===== src/rtl/pc_sequencer.sv =====
// pc_sequencer: next-PC controller for the single-cycle core.
// Produces the PC register D input every cycle, tracks the run state,
// the exception PC for a single-level trap/eret scheme and a retired count.
module pc_sequencer #(
  parameter logic [31:0] RESET_VECTOR = 32'h0000_0000,
  parameter logic [31:0] TRAP_VECTOR  = 32'h0000_0080,
  parameter int unsigned BOOT_CYCLES  = 2
) (
  input  logic        clk,
  input  logic        reset,
  input  logic [31:0] pc,
  input  logic        stall,
  input  logic        branch_taken,
  input  logic [15:0] branch_offset,
  input  logic        jump,
  input  logic [25:0] jump_index,
  input  logic        jr,
  input  logic [31:0] jr_target,
  input  logic        trap,
  input  logic        eret,
  input  logic        halt,
  input  logic        resume,
  output logic [31:0] next_pc,
  output logic [31:0] epc,
  output logic [1:0]  state,
  output logic [31:0] retired
);

  typedef enum logic [1:0] {
    BOOT    = 2'd0,
    RUN     = 2'd1,
    HANDLER = 2'd2,
    HALT    = 2'd3
  } state_t;

  // Last boot count value; the edge taken while at this value enters RUN.
  localparam logic [3:0] BOOT_LAST = 4'(BOOT_CYCLES - 1);

  state_t      state_q, state_d;
  logic [3:0]  boot_cnt_q, boot_cnt_d;
  logic [31:0] epc_q, epc_d;
  logic [31:0] retired_q;
  logic        retire;

  logic [31:0] pc4, br_tgt, j_tgt, jr_tgt;

  // Candidate targets, all wrapping 32-bit arithmetic.
  assign pc4    = pc + 32'd4;
  assign br_tgt = pc4 + {{14{branch_offset[15]}}, branch_offset, 2'b00};
  assign j_tgt  = {pc4[31:28], jump_index, 2'b00};
  assign jr_tgt = {jr_target[31:2], 2'b00};

  // Next-PC selection and next-state decode; fixed priority in RUN/HANDLER.
  always_comb begin
    next_pc    = pc;
    state_d    = state_q;
    epc_d      = epc_q;
    boot_cnt_d = boot_cnt_q;
    retire     = 1'b0;
    unique case (state_q)
      BOOT: begin
        // Control inputs are ignored until the boot hold expires.
        next_pc = RESET_VECTOR;
        if (boot_cnt_q == BOOT_LAST) state_d = RUN;
        else                         boot_cnt_d = boot_cnt_q + 4'd1;
      end
      HALT: begin
        // Only resume is honoured; handler context is not restored.
        if (resume) begin
          next_pc = pc4;
          state_d = RUN;
        end
      end
      default: begin
        // Traps are masked in HANDLER and eret is meaningless in RUN;
        // both fall through to the remaining priorities.
        if (trap && state_q == RUN) begin
          next_pc = TRAP_VECTOR;
          epc_d   = pc;
          state_d = HANDLER;
        end else if (eret && state_q == HANDLER) begin
          next_pc = epc_q + 32'd4;
          state_d = RUN;
          retire  = 1'b1;
        end else if (halt) begin
          state_d = HALT;
          retire  = 1'b1;
        end else if (stall) begin
          next_pc = pc;
        end else if (jr) begin
          next_pc = jr_tgt;
          retire  = 1'b1;
        end else if (jump) begin
          next_pc = j_tgt;
          retire  = 1'b1;
        end else if (branch_taken) begin
          next_pc = br_tgt;
          retire  = 1'b1;
        end else begin
          next_pc = pc4;
          retire  = 1'b1;
        end
      end
    endcase
  end

  // State, boot counter, exception PC and retired count; reset clears all.
  always_ff @(posedge clk or posedge reset) begin
    if (reset) begin
      state_q    <= BOOT;
      boot_cnt_q <= 4'd0;
      epc_q      <= 32'd0;
      retired_q  <= 32'd0;
    end else begin
      state_q    <= state_d;
      boot_cnt_q <= boot_cnt_d;
      epc_q      <= epc_d;
      if (retire) retired_q <= retired_q + 32'd1;
    end
  end

  assign epc     = epc_q;
  assign state   = state_q;
  assign retired = retired_q;

endmodule

===== config.mk =====
export PLATFORM = sky130hd
export DESIGN_NAME = pc_sequencer
export DESIGN_NICKNAME = d
export VERILOG_FILES = /design/src/rtl/pc_sequencer.sv
export SDC_FILE = /design/constraint.sdc
export NUM_CORES = 1
export LEC_CHECK = 0
export BUFFER_PORTS_ARGS = -buffer_cell sky130_fd_sc_hd__buf_2
export CORE_AREA = 2 2 130 132
export CTS_CLUSTER_DIAMETER = 80
export DETAILED_ROUTE_END_ITERATION = 7
export DIE_AREA = 0 0 132 134
export HOLD_SLACK_MARGIN = 0.12
export PLACE_DENSITY = 0.77
export RECOVER_POWER = 25
export SYNTH_ARGS = -nofsm -noshare
export SYNTH_HDL_FRONTEND = slang
export SYNTH_SLANG_ARGS = --single-unit

===== constraint.sdc =====
create_clock -name clk -period 4.8 [get_ports clk]
set_clock_uncertainty 0.05 [all_clocks]
set_input_delay 0.72 -clock clk [delete_from_list [all_inputs] [get_ports clk]]
set_output_delay 0.72 -clock clk [all_outputs]
set_load 0.005 [all_outputs]

======== Word-level counts from Yosys, hierarchy flattened ========
Index checks and enable logic that the tools add are counted.
storage, ports and cells
  memories kept ........................... 0
  latch bits .............................. 0
  word-level logic and storage cells ...... 45
  ROM bits ................................ 0
  flip-flop bits (word level) ............. 70
  RAM bits ................................ 0
operators by class
  reduce and logical (&&, ||, !) cells .... 8
  $lt $le $gt $ge ......................... 0
  bitwise operators ....................... 2
  $add $sub $neg .......................... 5
  multipliers ............................. 0
  divide/modulo/power cells ............... 0
  eq/ne operators ......................... 6
  multiplexer cells ....................... 20
  shift-type cells ........................ 0
operators with widths
  cell                                                              count
  32-bit 2-to-1 mux                                                 8
  32-bit by 3-bit adder with 32-bit output (second input constant)  2
  32-bit one-hot mux with 2 select lines                            1
  32-bit by 1-bit adder with 32-bit output (second input constant)  1
  32-bit adder                                                      1
  2-bit 2-to-1 mux                                                  5
  1-bit 2-to-1 mux                                                  5
  5-bit nonzero test                                                1
  4-bit by 1-bit adder with 4-bit output (second input constant)    1
  2-bit == test (second input constant)                             2
  4-bit by 1-bit == test with 1-bit output (second input constant)  1
  2-bit != test (second input constant)                             2
  2-bit one-hot mux with 2 select lines                             1
  2-bit AND reduction                                               2
  3-bit AND reduction                                               1
  2-bit by 1-bit == test with 1-bit output (second input constant)  1
  1-bit logical AND                                                 2
  2-bit zero test                                                   1
  1-bit NOT                                                         2
  2-bit OR reduction                                                1

======== Logic depth before layout (Yosys ltp) ========
Gate-level depths: netlist of the first run.
  depth after elaboration ................. 10
  mapped depth ............................ 18

======== Worst setup path before layout of the first run ========
OpenSTA, ideal clock, no wires.
  kind .................................... input -> output
  start point ............................. input port pc[4]
  end point ............................... output port next_pc[28]
  arrival ................................. 4.280 ns
  stages .................................. 16
  path slack .............................. -0.250 ns
  cell sequence ........................... buf_2 > nand3_1 > nor4_4 > and4_1 > buf_2 > and3_1 > xor2_1 > ha_1 > a21oi_1 > o21ai_0 > a211oi_1 > a31oi_1 > a211oi_1 > mux2i_1 > o311a_1 > a211oi_1
between the ends
  longest elaborated chain between the ends .. 10
  elaborated cells on any way between the ends .. 11
  classes of those cells .................. 2 x add/sub; 9 x mux
RTL lines
  element                                     line  text
  from (decl)                                 11    input logic [31:0] pc,
  32-bit by 3-bit adder with 32-bit output *  48    assign pc4 = pc + 32'd4;
  32-bit adder                                49    assign br_tgt = pc4 + {{14{branch_offset[15]}}, branch_offset, 2'b00};
  32-bit 2-to-1 mux                           96    end else if (branch_taken) begin
  32-bit 2-to-1 mux                           93    end else if (jump) begin
  32-bit 2-to-1 mux                           90    end else if (jr) begin
  32-bit 2-to-1 mux                           88    end else if (stall) begin
  32-bit 2-to-1 mux                           85    end else if (halt) begin
  32-bit 2-to-1 mux                           81    end else if (eret && state_q == HANDLER) begin
  32-bit 2-to-1 mux                           77    if (trap && state_q == RUN) begin
  32-bit one-hot mux with 2 select lines *    60    unique case (state_q)
  to (decl)                                   23    output logic [31:0] next_pc,
Mark *: on every way between the ends. The rest lies on a longest branch, timed or not.

======== Final worst setup path of the first run ========
  start point ............................. input port pc[3]
  end point ............................... output port next_pc[31]
Same word-level chain as after synthesis.

==> results.cfg, run 1 <==
[grt]
track_usage_pct = 34.0
number_of_antenna_violations_at_the_first_check_in_global_routing = 1
globalRouteOverflowTotal = 0
grt_start_max_net_pins = 44
global_route_wire_length_before_repair_microns = 48200
grt_pass1_vias = 9015

[floorplan]
std_cell_core_area_sq_um = 16300
initial_utilization_pct = 47.8
row_count = 47
die-area_sq_um = 17700
die_h_microns = 134
pin_count = 214
fp.dieW_microns = 132

[routing]
final_antenna_net_count = 0
routed_via_density = 6.13
first_pass_iters = 8
detail_route.drc_violations = 0
drt_first_iter_violations = 998
via_count = 9686
wl_microns = 32900
route.detailed.wl_per_inst_microns = 20.8

[timing]
finalCritPeriodShare_pct = 106
layout_setup_ws_ns = -0.306
layout_min_cycle_time_ns = 5.11
achievable-frequency_ghz = 0.196
slew-limit-headroom_pct = 6.80
final_max_slew_viol_count = 0
setup_repair_after_global_routing_missed_its_margin = yes
report.final.setup_viol = 9
tightest_slew_ns = 1.40
final.setup.tns_ns = -1.52
endpoints_failing_hold = 0

[final_layout]
flow.area_growth_from_synthesis_pct = 51.6
final_cells = 1579
finalNetCount = 1512
layout-drive-gt1-share_pct = 44.0
nFillCells = 1225

[worst_setup_path]
critPathBufInv = 4
r2r-end = retired[30]
critPathKind = input port to output port
worstRegToRegCells = 10
worst-endpoint-arrival_ns = 4.34
timing.critical_path.slowest_stage_cell = sky130_fd_sc_hd__or3_4
critical_path.startpoint_type = input port
critPathCaptureType = output port
setup.reg_to_reg.worst_slack_ns = 1.46
worstPathMaxFanout = 5
worst_ep_required_time_ns = 4.03
r2r_start = state[1]
critPathTopFamily = compound AO/OA/AOI/OAI gates
crit_chain = buf_8 > ha_4 > nand4_1 > or3_4 > nor2_4 > nand2_2 > xnor2_4 > ha_4 > buf_4 > a21o_1 > a21oi_4 > o21ai_2 > o31ai_4 > a2111oi_4 > buf_4 > nor4b_4 > o21a_1 > mux2i_1 > a31oi_1 > buf_2
cpPeakStageDelay_ns = 0.40

[pwr]
report.power.total_w = 0.00435
power_per_cell_area_nw_per_um2 = 368
leakage_nw = 5.28
vdd_ir_drop_max_v = 0.000402

[synth]
synth.ff_latch_count = 70
synthFlopType = sky130_fd_sc_hd__dfrtp_1
synthArstFlopShare_pct = 100
synthesis.nets = 1153
synth_top_cell_by_area = sky130_fd_sc_hd__dfrtp_1
number_of_distinct_standard_cells_referenced_by_the_synthesized_netlist = 76
synth_area_leaders = sky130_fd_sc_hd__dfrtp_1 22%, sky130_fd_sc_hd__xnor2_1 8.7%, sky130_fd_sc_hd__ha_1 6.7%, sky130_fd_sc_hd__xor2_1 6.1%, sky130_fd_sc_hd__nand2_1 5.4%
post-synth-top-area-fraction_pct = 22.5
synth_warnings = 0
postSynthAreaPerCell_sq_um = 7.84
synth_cells = 994
synth_edf_count = 0
ys_seq_area_share_pct = 22.5
mappedNetlistArea_sq_um = 7790

[place]
port_buf_inserts = 211
dp_cells = 1523
dp_hpwl_microns = 23400
gp_routability_congestion = 0.988

[worst_hold_path]
hold_start = retired[31]
min_path_cells = 1
worstHoldPathType = flip-flop to flip-flop
worst_case_hold_path_end_point = retired[31]

[clock_tree]
root_buffer = sky130_fd_sc_hd__clkbuf_16
cts_tree = built
clock-sinks = 70
cts_made_buffers = 9
hold_buffers = 0
clk_transition_reported_paths_ns = 0.06
cts_buffer_depth = 2
htree_num_levels = 3
clkLatencyLatePin_ns = 0.34

[run_status]
run_status = finished, violations left
violations_in_the_final_reports = negative setup slack

[job]
cap_violations = 0
## cell type report
type	count	area, sq um	area share (%)
diodes	1	2.50	0.0212
clock buffers	9	225	1.91
clock inverters	7	97.6	0.826
inverters	23	86.3	0.731
multi-input cells	839	6720	56.9
flip-flops and latches	70	1750	14.8
well taps	220	275	2.33
repair buffers	410	2650	22.5
## placed cells by master (no fill, tap or decap), types with 12 or more instances in the layout
master and n:
sky130_fd_sc_hd__o21ai_0 41, sky130_fd_sc_hd__mux2_2 30, sky130_fd_sc_hd__a21o_1 15, sky130_fd_sc_hd__o211ai_1 13, sky130_fd_sc_hd__inv_1 20, sky130_fd_sc_hd__nor2_1 64, sky130_fd_sc_hd__ha_1 29, sky130_fd_sc_hd__and3_1 14
sky130_fd_sc_hd__o221ai_1 12, sky130_fd_sc_hd__o22ai_1 18, sky130_fd_sc_hd__nand4_1 19, sky130_fd_sc_hd__buf_2 196, sky130_fd_sc_hd__buf_6 15, sky130_fd_sc_hd__nand2_2 12, sky130_fd_sc_hd__and2_1 12, sky130_fd_sc_hd__nand3_1 47
sky130_fd_sc_hd__xor2_1 45, sky130_fd_sc_hd__a21oi_1 58, sky130_fd_sc_hd__buf_4 189, sky130_fd_sc_hd__ha_4 12, sky130_fd_sc_hd__xnor2_1 67, sky130_fd_sc_hd__dfrtp_1 70, sky130_fd_sc_hd__nand2_1 99
## through the flow
step           hold WS (ns)  util, %  area (sq um)  setup WS (ns)
2_1_floorplan         0.397        -          7840       0.000103
3_3_place_gp          0.418     62.0         10100         -0.616
3_5_place_dp          0.426     62.0         10100         -0.671
4_1_cts               0.439     67.5         11000         -0.197
5_1_grt               0.452     72.5         11800         -0.433
6_report              0.441     72.5         11800         -0.306
## cell usage after synthesis, drive strengths merged, types with 9 or more instances
master   number
nand4        21
ha           42
and3         21
o21ai        49
nand2b        9
xor2         54
xnor2        77
dfrtp        70
nor3         14
a2111oi      11
clkbuf       47
buf          15
or3          11
nand2       112
o21a         11
a21o         15
and2         12
nor2         73
a21oi        70
mux2         31
a211oi       16
inv          22
nand3        53
o211ai       13
o22ai        21
o221ai       15
a31oi         9
## flip-flops by register name, summed over array words and instances (netlist names)
signal,flops
retired,32
state,2
boot_cnt_q,4
epc,32
## what timing repair did
item / 4_1_cts / 5_1_grt
setup endpoints to repair: 17 / 20
resized for setup: 86 / 120
pin swaps: 54 / 67
buffers inserted: 13 / 29
## report_power, final
part,internal [W],switching [W]
Sequential,0.000783,0.000268
Clock,0.000456,0.000262
Combinational,0.00114,0.00143
Total,0.00238,0.00196
## logic make-up after synthesis
kind of cell	after synthesis	synth area share, %
xor gates and xnor gates	131	14.7
DFF	70	22.5
adders and majority gates	43	7.00
AOI/OAI and AO/OA	274	23.4
buffers and inverters	85	4.43
and+or+nand+nor	353	22.6
muxes	38	5.38
## how the worst max path moves through the flow
stage,depth (start not counted),slack [ns],endpoint,startpoint
2_1_floorplan,17,0.0001,next_pc[29],pc[9]
3_3_place_gp,20,-0.62,next_pc[27],pc[2]
3_5_place_dp,20,-0.67,next_pc[31],pc[2]
4_1_cts,20,-0.20,next_pc[31],pc[3]
5_1_grt,19,-0.43,next_pc[31],pc[3]
6_report,20,-0.31,next_pc[31],pc[3]
## layer usage
metal,wire length [microns],track usage [%]
met1,13000,45.2
met2,14900,53.7
met3,3740,8.09
met4,1340,13.2
met5,0,0
(Power assumes the default switching activity.)
==> run 2, diff against run 1 <==
--- a/config.mk
+++ b/config.mk
@@ -18 +18,2 @@
 export SYNTH_SLANG_ARGS = --single-unit
+export TNS_END_PERCENT = 5
==> constraint.sdc (replaced) <==
create_clock -name clk -period 4.8 [get_ports clk]
set_clock_uncertainty 0.05 [all_clocks]
set_input_delay 0.48 -clock clk [delete_from_list [all_inputs] [get_ports clk]]
set_output_delay 0.48 -clock clk [all_outputs]
set_load 0.005 [all_outputs]
==> run 2 against run 1 <==
The run ends with max-capacitance violations, max-slew violations left. Combinational power fell by 12%. Critical path depth unchanged. Non-clock buffer count decreased by 124. Total power shrank 8.3%. Cell count down 7.9%. Clock-buffer cell count up 3. Die area is the same. Clock power shrank 4.9%. Sequential power about the same. First-iteration DRC count shrank 18%. Register-to-register slack improved by 0.04 ns. Global-route usage down 2.9 points. Highest routed layer unchanged.
==> results.cfg, run 2 (same netlist as run 1, synthesis figures left out) <==
[place]
dp_hpwl_microns = 22100
port_buf_inserts = 211
dp_cells = 1438
gp_routability_congestion = 0.950

[worst_setup_path]
worst_ep_required_time_ns = 4.27
cpPeakStageDelay_ns = 0.37
critical_path.startpoint_type = input port
critPathCaptureType = output port
timing.critical_path.slowest_stage_cell = sky130_fd_sc_hd__or3_4
critPathKind = input port to output port
worst-endpoint-arrival_ns = 4.15
crit_chain = buf_2 > ha_1 > nand4_1 > or3_4 > inv_1 > and3_1 > xor2_2 > ha_4 > a21o_1 > a31oi_1 > o21ai_0 > o31ai_1 > buf_4 > buf_4 > nor2b_1 > xnor2_1 > a21oi_1 > o31a_1 > o22ai_2 > buf_2
worstPathMaxFanout = 5

[grt]
met3_layer_usage_reported_by_global_route_pct = 7.14
number_of_antenna_violations_at_the_first_check_in_global_routing = 1
track_usage_pct = 31.1
globalRouteOverflowTotal = 0
grtUsageMet2_pct = 49.4
global_route_wire_length_before_repair_microns = 43600
met1_usage_pct = 42.3
gr-max-usage-layer = met2
grt_start_max_net_pins = 71
grt_pass1_vias = 8018

[final_layout]
final_cells = 1454
flow.area_growth_from_synthesis_pct = 26.4
commonest_non_fill_non_tap_cell_in_the_layout = sky130_fd_sc_hd__buf_2
finalNetCount = 1388
layout-drive-gt1-share_pct = 29.8
layout.cells.most_common_list = 211 x sky130_fd_sc_hd__buf_2, 111 x sky130_fd_sc_hd__nand2_1, 75 x sky130_fd_sc_hd__xnor2_1

[clock_tree]
clkLatencyLatePin_ns = 0.33
cts_tree = built
clk_transition_reported_paths_ns = 0.06
cts_setup_buffers = 0
cts_made_buffers = 9
clock-sinks = 70
cts_buffer_depth = 2
hold_buffers = 0
root_buffer = sky130_fd_sc_hd__clkbuf_16
htree_num_levels = 3

[routing]
final_antenna_net_count = 0
detail_route.drc_violations = 0
via_count = 8678
route.detailed.wl_per_inst_microns = 19.4
drt_first_iter_violations = 815
routed_via_density = 5.97
first_pass_iters = 5
wl_microns = 28200

[pwr]
report.power.total_w = 0.00399
vdd_ir_drop_max_v = 0.000353
power_per_cell_area_nw_per_um2 = 405
leakage_nw = 4.49

[run_status]
violations_in_the_final_reports = max-capacitance violations, max-slew violations
run_status = finished, violations left

[floorplan]
std_cell_core_area_sq_um = 16300
row_count = 47
die_h_microns = 134
die-area_sq_um = 17700
pin_count = 214
initial_utilization_pct = 47.8
fp.dieW_microns = 132

[job]
cap_violations = 1

[timing]
tightest_slew_ns = 3.60
slew-limit-headroom_pct = -140
endpoints_failing_hold = 0
final_max_slew_viol_count = 71
achievable-frequency_ghz = 0.214
finalCritPeriodShare_pct = 97.5
setup_repair_after_global_routing_missed_its_margin = yes
report.final.setup_viol = 0
layout_min_cycle_time_ns = 4.68

[worst_hold_path]
worstHoldPathType = input port to flip-flop
run 2: cell count changes in the layout (fill, tap and decap cells not counted), sizes merged:
cell / delta
clkinvlp: -1
inv: -1
bufinv: -1
buf: -119
clkbuf: -2
clkinv: -1
run 2: layout make-up:
| cell class | count | area, sq um |
|---|---|---|
| timing repair buffer | 286 | 1620 |
| fill | 1488 | 6440 |
| tap | 220 | 275 |
| clock inverter | 3 | 42.5 |
| antenna | 1 | 2.50 |
| multi-input combinational | 839 | 5810 |
| clock buffer | 12 | 267 |
| sequential | 70 | 1750 |
| inverter | 23 | 86.3 |
run 2: critical path: cells and delay by family:
| family | cells | cell delay, ns |
|---|---|---|
| AO/OA/AOI/OAI | 7 | 1.30 |
| AND/OR/NAND/NOR | 4 | 0.84 |
| buffers and inverters | 5 | 0.65 |
| adder cells (fa/ha/maj) | 2 | 0.46 |
| XOR/XNOR | 2 | 0.42 |
run 2: what timing repair did:
item | in CTS | in global routing
pin swaps | 0 | 7
resized for setup | 4 | 18
setup endpoints to repair | 4 | 12
run 2: metal layers:
| layer | up-vias | share of wire [%] |
|---|---|---|
| li1 | 4102 | - |
| met1 | 4076 | 42 |
| met2 | 453 | 45 |
| met3 | 47 | 11 |
| met4 | 0 | 2.2 |
| met5 | - | 0 |
run 2: power breakdown:
part           internal [W]  switching, W  total [W]
sequential         0.000784      0.000262    0.00105
clock              0.000441      0.000242   0.000683
combinational      0.000998       0.00126    0.00226
run 2: final timing paths:
path / to / depth (start not counted) / slack (ns) / start
max: next_pc[21] / 20 / 0.12 / pc[3]
min: epc[1] / 2 / 0.35 / pc[1]
max reg2reg: retired[30] / 10 / 1.50 / state[0]
min reg2reg: retired[31] / 1 / 0.42 / retired[31]
max in group asynchronous: epc[29] / 3 / 1.20 / reset
min in group asynchronous: retired[30] / 3 / 1.48 / reset
run 2: metrics by stage:
step | setup TNS (ns) | setup WS [ns] | utilization [%] | cell area (sq um) | hold slack, ns
final | 0 | 0.120 | 60.5 | 9850 | 0.353
after global routing | -0.170 | -0.109 | 60.5 | 9850 | 0.353
after CTS | 0 | 0.0364 | 59.9 | 9750 | 0.340
after detailed placement | -0.345 | -0.147 | 57.9 | 9430 | 0.404
after global placement | -0.185 | -0.0919 | 57.9 | 9430 | 0.411
after floorplan | 0 | 0.230 | - | 7790 | 0.397
==> run 3, diff against run 2 <==
- CORE_AREA: 2 2 130 132 -> 2 2 140 142
- DIE_AREA: 0 0 132 134 -> 0 0 142 144
- MAX_ROUTING_LAYER: unset -> met4
- PLACE_DENSITY: 0.77 -> 0.68
==> run 3 against run 2 <==
Design area up 2.2%. Critical endpoint is now next_pc[30]. Sequential share of layout area down 0.38 points. Maximum frequency down 0.18%. The flow now finishes without violations. Largest power group unchanged. Clock-buffer cell count down 1. Worst setup slack worse by 0.0086 ns.
==> results.cfg, run 3 (same netlist as run 1, synthesis figures left out) <==
[routing]
detail_route.drc_violations = 0
final_antenna_net_count = 0
drt_first_iter_violations = 823
via_count = 8652
first_pass_iters = 5
routed_via_density = 5.79
route.detailed.wl_per_inst_microns = 19.1
wl_microns = 28500

[timing]
final_max_slew_viol_count = 0
endpoints_failing_hold = 0
setup_repair_after_global_routing_missed_its_margin = yes
finalCritPeriodShare_pct = 97.7
report.final.setup_viol = 0
slew-limit-headroom_pct = 40.0
final.setup.tns_ns = 0
achievable-frequency_ghz = 0.213
tightest_slew_ns = 0.897
layout_min_cycle_time_ns = 4.69

[grt]
number_of_antenna_violations_at_the_first_check_in_global_routing = 4
track_usage_pct = 27.9
grt_start_max_net_pins = 55
globalRouteOverflowTotal = 0
global_route_wire_length_before_repair_microns = 43100
grt_pass1_vias = 7825

[worst_setup_path]
worstPathMaxFanout = 8
critical_path.startpoint_type = input port
critPathKind = input port to output port
critPathCaptureType = output port
worst_ep_required_time_ns = 4.27
worst-endpoint-arrival_ns = 4.16

[place]
gp_routability_congestion = 0.995
dp_hpwl_microns = 22600
port_buf_inserts = 211
detailed_place.area_sq_um = 9580

[clock_tree]
clock-sinks = 70
cts_tree = built
cts_buffer_depth = 2
htree_num_levels = 3
root_buffer = sky130_fd_sc_hd__clkbuf_16
clk_transition_reported_paths_ns = 0.06
cts_made_buffers = 9
clkLatencyLatePin_ns = 0.33

[final_layout]
register_area_sq_um = 1750
flow.area_growth_from_synthesis_pct = 29.2
layout.cells.most_common_list = 191 x sky130_fd_sc_hd__buf_2, 112 x sky130_fd_sc_hd__nand2_1, 93 x sky130_fd_sc_hd__buf_4
layout-drive-gt1-share_pct = 30.0
nFillCells = 1829
finalNetCount = 1407
multiInputGateArea_sq_um = 5900
finalInstanceArea_sq_um = 10100
finalCoreUtilization_pct = 52.8
commonest_non_fill_non_tap_cell_in_the_layout = sky130_fd_sc_hd__buf_2

[worst_hold_path]
worstHoldPathType = input port to flip-flop

[run_status]
run_status = finished clean

[job]
cap_violations = 0

[pwr]
share_seq_of_total_power_pct = 26.5
report.power.total_w = 0.00393
vdd_ir_drop_max_v = 0.000300
clock_power_share_pct = 16.1
power_per_cell_area_nw_per_um2 = 390
net_switching_component_of_the_power_w = 0.00176
power.share.switching_pct = 44.8
power_report.internal_total_w = 0.00217
share_of_power_burned_in_combinational_logic_pct = 57.4
leakage_nw = 4.51

[floorplan]
die-area_sq_um = 20400
initial_utilization_pct = 40.8
fp.dieW_microns = 142
pin_count = 214
std_cell_core_area_sq_um = 19100
die_h_microns = 144
row_count = 51
[run 3: final timing paths]
path | from | endpoint | slack [ns] | depth (start not counted)
worst min-delay path | pc[0] | epc[0] | 0.35 | 2
worst min register to register | retired[31] | retired[31] | 0.43 | 1
max in group asynchronous | reset | epc[10] | 2.85 | 4
worst max register to register | state[0] | retired[30] | 1.45 | 10
worst max-delay path | pc[12] | next_pc[30] | 0.11 | 17
min in group asynchronous | reset | retired[28] | 0.74 | 3
[run 3: metrics by stage]
stage	std cells	setup slack (ns)	hold WS, ns
after global routing	1494	-0.0490	0.349
after detailed placement	1473	-0.199	0.407
after CTS	1489	-0.00645	0.335
final	1495	0.111	0.345
after floorplan	994	0.230	0.397
after global placement	1473	-0.105	0.409
[run 3: worst max-delay path, stage by stage]
cell	delay [ns]
sky130_fd_sc_hd__buf_2	0.09
sky130_fd_sc_hd__buf_4	0.15
sky130_fd_sc_hd__nand3_1	0.14
sky130_fd_sc_hd__or4_4	0.60
sky130_fd_sc_hd__nor2_4	0.16
sky130_fd_sc_hd__nand2_1	0.15
sky130_fd_sc_hd__xnor2_1	0.16
sky130_fd_sc_hd__ha_1	0.23
sky130_fd_sc_hd__or3_1	0.36
sky130_fd_sc_hd__o21bai_1	0.18
sky130_fd_sc_hd__a31o_2	0.24
sky130_fd_sc_hd__a21o_1	0.18
sky130_fd_sc_hd__a311oi_1	0.26
sky130_fd_sc_hd__a21oi_1	0.10
sky130_fd_sc_hd__a2111oi_2	0.39
sky130_fd_sc_hd__or2_1	0.16
sky130_fd_sc_hd__buf_2	0.11
[run 3: what timing repair did]
action	4_1_cts	5_1_grt
endpoints found under the hold margin	16	0
gates resized for setup	2	39
pin swaps	1	12
buffers inserted	0	1
endpoints found under the setup margin	4	13
hold buffers	1	0
[run 3: cell type report]
type,count,share of cell area [%]
inverter,23,0.857
multi-input combinational,839,58.6
tap,238,2.96
sequential,70,17.4
clock buffer,11,2.31
clock inverter,4,0.485
antenna,5,0.124
timing repair buffer,305,17.3
[run 3: power by group through the flow]
stage | Combinational, W | Clock (W) | Sequential, W
global placement | 0.00218 | 0 | 0.00104
detailed placement | 0.00221 | 0 | 0.00105
global route | 0.00245 | 0.000672 | 0.00108
floorplan | 0.00128 | 0 | 0.00101
finish | 0.00225 | 0.000631 | 0.00104
CTS | 0.00222 | 0.000646 | 0.00104
[run 3: per-layer routing]
layer | part of all wire (%) | vias to the layer above | routed length [microns] | GRT usage, %
met5 | 0 | - | 0 | -
met4 | 2.4 | 0 | 677 | 8.05
met3 | 11 | 43 | 3000 | 6.79
met2 | 43 | 427 | 12300 | 41.6
met1 | 44 | 4038 | 12600 | 37.7
li1 | - | 4144 | - | -
